==> config.mk <==
export PLATFORM = sky130hd
export DESIGN_NAME = rom_arbiter
export DESIGN_NICKNAME = d
export VERILOG_FILES = /design/src/rtl/rom_arbiter.sv
export SDC_FILE = /design/constraint.sdc
export NUM_CORES = 1
export LEC_CHECK = 0
export BUFFER_PORTS_ARGS = -buffer_cell sky130_fd_sc_hd__buf_2
export CAP_MARGIN = 20
export CORE_ASPECT_RATIO = 0.7
export CORE_UTILIZATION = 50
export DETAILED_ROUTE_END_ITERATION = 6
export PLACE_DENSITY = 0.8
export SYNTH_ARGS = -nofsm -noshare
export SYNTH_HDL_FRONTEND = slang
export SYNTH_SLANG_ARGS = --single-unit
==> constraint.sdc <==
create_clock -name i_clk -period 3.47 [get_ports i_clk]
set_input_delay 0 -clock i_clk [delete_from_list [all_inputs] [get_ports i_clk]]
set_output_delay 0 -clock i_clk [all_outputs]
set_load 0.005 [all_outputs]
==> src/rtl/rom_arbiter.sv <==
// Round-robin arbiter sharing one registered-read ROM among NUM_REQ clients.
// Two-stage in-flight tracking returns data to the owner with a one-cycle ack.
module rom_arbiter #(
  parameter int NUM_REQ    = 4,
  parameter int ADDR_WIDTH = 8,
  parameter int DATA_WIDTH = 16
) (
  input  logic                          i_clk,
  input  logic                          i_rst_n,
  input  logic [NUM_REQ-1:0]            i_req,
  input  logic [NUM_REQ*ADDR_WIDTH-1:0] i_addr,
  output logic [NUM_REQ-1:0]            o_ack,
  output logic [DATA_WIDTH-1:0]         o_data,
  output logic [ADDR_WIDTH-1:0]         o_rom_addr,
  input  logic [DATA_WIDTH-1:0]         i_rom_data
);

  localparam int OWN_W = (NUM_REQ > 1) ? $clog2(NUM_REQ) : 1;
  typedef logic [OWN_W-1:0] own_t;

  // Explicit wrap keeps non-power-of-two client counts correct.
  function automatic own_t f_next(own_t v);
    if (int'(v) >= NUM_REQ - 1) return '0;
    else                         return v + own_t'(1);
  endfunction

  logic [NUM_REQ-1:0]    r_pending;
  logic [NUM_REQ-1:0]    r_ack;
  logic [DATA_WIDTH-1:0] r_data;
  logic [ADDR_WIDTH-1:0] r_rom_addr;
  own_t                  r_ptr;
  logic                  r_s1_vld;
  own_t                  r_s1_own;
  logic                  r_s2_vld;
  own_t                  r_s2_own;

  logic [NUM_REQ-1:0]    w_elig;
  logic                  w_hit;
  own_t                  w_win;
  logic [NUM_REQ-1:0]    w_set;
  logic [NUM_REQ-1:0]    w_clr;
  logic [ADDR_WIDTH-1:0] w_win_addr;

  // A client acked this cycle is masked so a held request is not re-granted early.
  always_comb begin
    own_t v_idx;
    w_elig = i_req & ~r_pending & ~r_ack;
    w_hit  = 1'b0;
    w_win  = r_ptr;
    v_idx  = r_ptr;
    for (int i = 0; i < NUM_REQ; i++) begin
      v_idx = f_next(v_idx);
      if (!w_hit && w_elig[v_idx]) begin
        w_hit = 1'b1;
        w_win = v_idx;
      end
    end
  end

  always_comb begin
    w_win_addr = i_addr[int'(w_win)*ADDR_WIDTH +: ADDR_WIDTH];
    w_set      = '0;
    w_clr      = '0;
    if (w_hit)    w_set[w_win]    = 1'b1;
    if (r_s2_vld) w_clr[r_s2_own] = 1'b1;
  end

  always_ff @(posedge i_clk or negedge i_rst_n) begin
    if (!i_rst_n) begin
      r_pending  <= '0;
      r_ack      <= '0;
      r_data     <= '0;
      r_rom_addr <= '0;
      r_ptr      <= own_t'(NUM_REQ - 1);
      r_s1_vld   <= 1'b0;
      r_s1_own   <= '0;
      r_s2_vld   <= 1'b0;
      r_s2_own   <= '0;
    end else begin
      r_s1_vld <= w_hit;
      if (w_hit) begin
        r_rom_addr <= w_win_addr;
        r_s1_own   <= w_win;
        r_ptr      <= w_win;
      end
      r_s2_vld  <= r_s1_vld;
      r_s2_own  <= r_s1_own;
      r_pending <= (r_pending & ~w_clr) | w_set;
      r_ack     <= w_clr;
      if (r_s2_vld) r_data <= i_rom_data;
    end
  end

  assign o_ack      = r_ack;
  assign o_data     = r_data;
  assign o_rom_addr = r_rom_addr;

endmodule

==> results.json <==
{
  "vias": 2203,
  "setup-tns-final_ns": 0,
  "numClockSinks": 40,
  "antenna_found_initial": 0,
  "ir_drop_mv": 0.663,
  "io_buffers": 81,
  "cts_buffers": 5,
  "cp_data_arrival_time_ns": 2.99,
  "dp_hpwl_um": 4440,
  "synth_cell_types": 57,
  "required_ns": 3.65,
  "grt_max_degree": 41,
  "combinationalPowerShare_pct": 61.4,
  "power.total_uw": 3400,
  "ys.flop_type": "dfrtp_1",
  "powerDensity_nw_per_um2": 1100,
  "drive_gt1_share_pct": 43.2,
  "violations": "DRC",
  "area_growth_pct": 29.6,
  "grt_pass1_vias": 2120,
  "outcome": "finished, violations left",
  "rsz0062_at_grt": "false",
  "worst_setup_path_end_kind": "flip-flop",
  "synth.net_count": 275,
  "drt_iter0_drc": 223,
  "grt_pass1_wl_um": 10300,
  "leakage_uw": 0.00139,
  "start_kind": "flip-flop",
  "avgViaCountPerCell": 5.92,
  "detail-route-antenna-nets": 0,
  "die_w_um": 84.5,
  "finalCriticalPeriod_ns": 2.81,
  "path_clk_slew_ns": 0.08,
  "drc_errors": 2,
  "wire_per_inst_um": 16.7,
  "synth-edff-count": 0,
  "start_util_pct": 53.5,
  "max_freq_mhz": 356,
  "tritoncts": "built",
  "slew_violations": 0,
  "syn_inst": 220,
  "period_share_pct": 81.1,
  "layout.nets": 371,
  "mappedNetlistArea_sq_um": 2380,
  "ys_warn_count": 0,
  "dr.pass1.iters": 7,
  "cell_internal_pwr_uw": 1910,
  "cts_setup_buffers": 0,
  "antennaDiodeCount": 0,
  "fill_cells": 328,
  "num_io_pins": 82,
  "drt_wl_total_um": 6210,
  "cts.htree.levels": 2,
  "slowest_stage": "dfstp_2",
  "grt_usage_pct": 26.6,
  "p_sw_uw": 1490,
  "slowest_delay_ns": 0.69,
  "report.final.setup_viol": 0,
  "num_rows": 20,
  "clockBufferDepth": 2,
  "core_sq_um": 4450,
  "seq_area_frac_synth_pct": 42.1,
  "dp_slack_ns": 0.740,
  "worst_pin_slew_ns": 0.857,
  "regArea_sq_um": 1000,
  "worst_hold_path_type": "primary input to flip-flop",
  "finalHoldViolCount": 0,
  "syn_avg_cell_area_sq_um": 10.8,
  "switching_share_pct": 43.9,
  "clock_latency_ns": 0.29,
  "worst_slack_ns": 0.657,
  "clock_skew_ns": 0.00571,
  "worst-setup-path-type": "flip-flop to flip-flop",
  "cap_violations": 0,
  "critPathMaxFanout": 13,
  "grt_overflow": 0,
  "cts_root_buffer": "clkbuf_8",
  "seqPwrFrac_pct": 27.2,
  "pwr-share-clk_pct": 11.5,
  "dieArea_sq_um": 5050,
  "die_h_um": 59.7,
  "max-slew-margin-rel_pct": 42.8,
  "async_reset_ff_share_pct": 100,
  "cts-resized-gates": 0,
  "crit_path_cell_trace": "ha_1 -> or2_1 -> nand3_1 -> a32o_1 -> a31oi_1 -> buf_4 -> mux2_2 -> o221a_1",
  "multiInputGateArea_sq_um": 1260,
  "ys_ff_latch": 40,
  "place_congestion": 1.04
}
metal layers:
layer	global-route usage (%)	vias up	part of all wire [%]	routed length, um
li1	-	1036	-	-
met5	0	-	0	0
met4	7.26	0	0.98	61
met3	7.73	10	10	627
met1	38.8	1031	44	2760
met2	38.8	126	44	2760
cells in the mapped netlist, types with 3 or more instances:
cell type	number	share of area [%]
a211oi_1	7	2.2
nor2_1	20	3.2
nand2_1	6	0.95
nor3_1	4	0.84
or3b_1	4	1.5
o31ai_1	5	1.6
nand3_1	10	2.1
mux2i_1	11	4.6
clkbuf_1	5	0.79
nand4_1	6	1.6
dfrtp_1	38	40
mux2_2	24	11
buf_6	4	1.9
o32a_1	3	1.3
a21oi_1	5	1.1
inv_1	6	0.95
a31oi_1	9	2.4
o21ai_0	4	0.84
layout make-up:
class	instances	area share, %
multi-input combinational	160	40.9
sequential	40	32.5
timing repair buffer	103	19.9
clock buffer	5	2.23
tap	55	2.23
clock inverter	3	1.50
inverter	6	0.730
final timing paths:
path	start	to	slack (ns)	depth (start not counted)
setup / recovery	r_ptr[0]	o_rom_addr[1]	0.66	8
hold / removal	i_addr[6]	o_rom_addr[6]	0.03	3
setup reg to reg	r_ptr[0]	o_rom_addr[1]	0.66	8
hold reg to reg	r_s1_vld	r_s2_vld	0.35	0
max in group asynchronous	i_rst_n	r_pending[0]	2.59	2
min in group asynchronous	i_rst_n	o_data[6]	0.35	2
what timing repair did:
| item | in CTS | in global routing |
|---|---|---|
| setup endpoints to repair | 0 | 0 |
| hold buffers | 17 | 0 |
| endpoints found under the hold margin | 54 | 0 |
power by group through the flow:
stage | registers, uW | clock network [uW] | logic [uW]
after CTS | 920 | 392 | 2060
final | 923 | 389 | 2080
after floorplan | 867 | 0 | 1600
after global placement | 912 | 0 | 1990
after detailed placement | 925 | 0 | 2040
after global routing | 962 | 418 | 2280
through the flow:
stage / hold WS (ns) / instances / util (%) / area, sq um
global route: 0.0619 / 372 / 69.3 / 3090
floorplan: -0.296 / 220 / - / 2380
detailed placement: 0.152 / 347 / 62.9 / 2800
global placement: 0.155 / 347 / 62.9 / 2800
finish: 0.0305 / 372 / 69.3 / 3090
CTS: 0.0337 / 372 / 69.3 / 3090
placed cells by master (no fill, tap or decap), types with 2 or more instances in the layout:
cell / synthesis / routed
buf_4: 2 / 5
mux2_2: 24 / 24
a211oi_2: 2 / 2
a211oi_1: 7 / 7
nand2b_1: 2 / 2
a21oi_1: 5 / 5
o32a_1: 3 / 3
nor3b_2: 2 / 2
nor2_1: 20 / 20
o221a_1: 2 / 2
a32o_1: 2 / 2
inv_1: 6 / 6
clkbuf_8: 0 / 5
o21ai_0: 4 / 4
nand3_1: 10 / 10
o31ai_1: 5 / 5
nor3b_1: 2 / 2
buf_2: 1 / 81
mux2i_1: 11 / 11
nand2_1: 6 / 6
dfstp_2: 2 / 2
nand4_1: 6 / 6
o22a_1: 2 / 2
dfrtp_1: 38 / 38
o221a_2: 2 / 2
dlygate4sd3_1: 0 / 17
a31oi_1: 9 / 9
or3b_1: 4 / 4
nor3_1: 4 / 4
state kept, by name, summed over array words and instances, names as in the netlist:
name,cells
r_s2_vld,1
o_rom_addr,8
r_ptr,2
r_s1_vld,1
r_s1_own,2
o_data,16
r_pending,4
r_s2_own,2
o_ack,4
critical path: cells and delay by family, from the launching register on:
kind,cells,cell delay (ns)
buffers and inverters,1,0.23
adder cells (fa/ha/maj),1,0.37
AND/OR/NAND/NOR,2,0.38
multiplexers,1,0.36
AO/OA/AOI/OAI,3,0.65
flip-flops,1,0.69
cells by family after synthesis:
family                     share of synthesized area (%)
AOI/OAI and AO/OA                                   19.2
muxes                                               16.0
DFF                                                 42.1
buffers and inverters                               4.83
and+or+nand+nor                                     17.3
adders and majority gates                          0.525
Power figures use the tool's default switching activity.
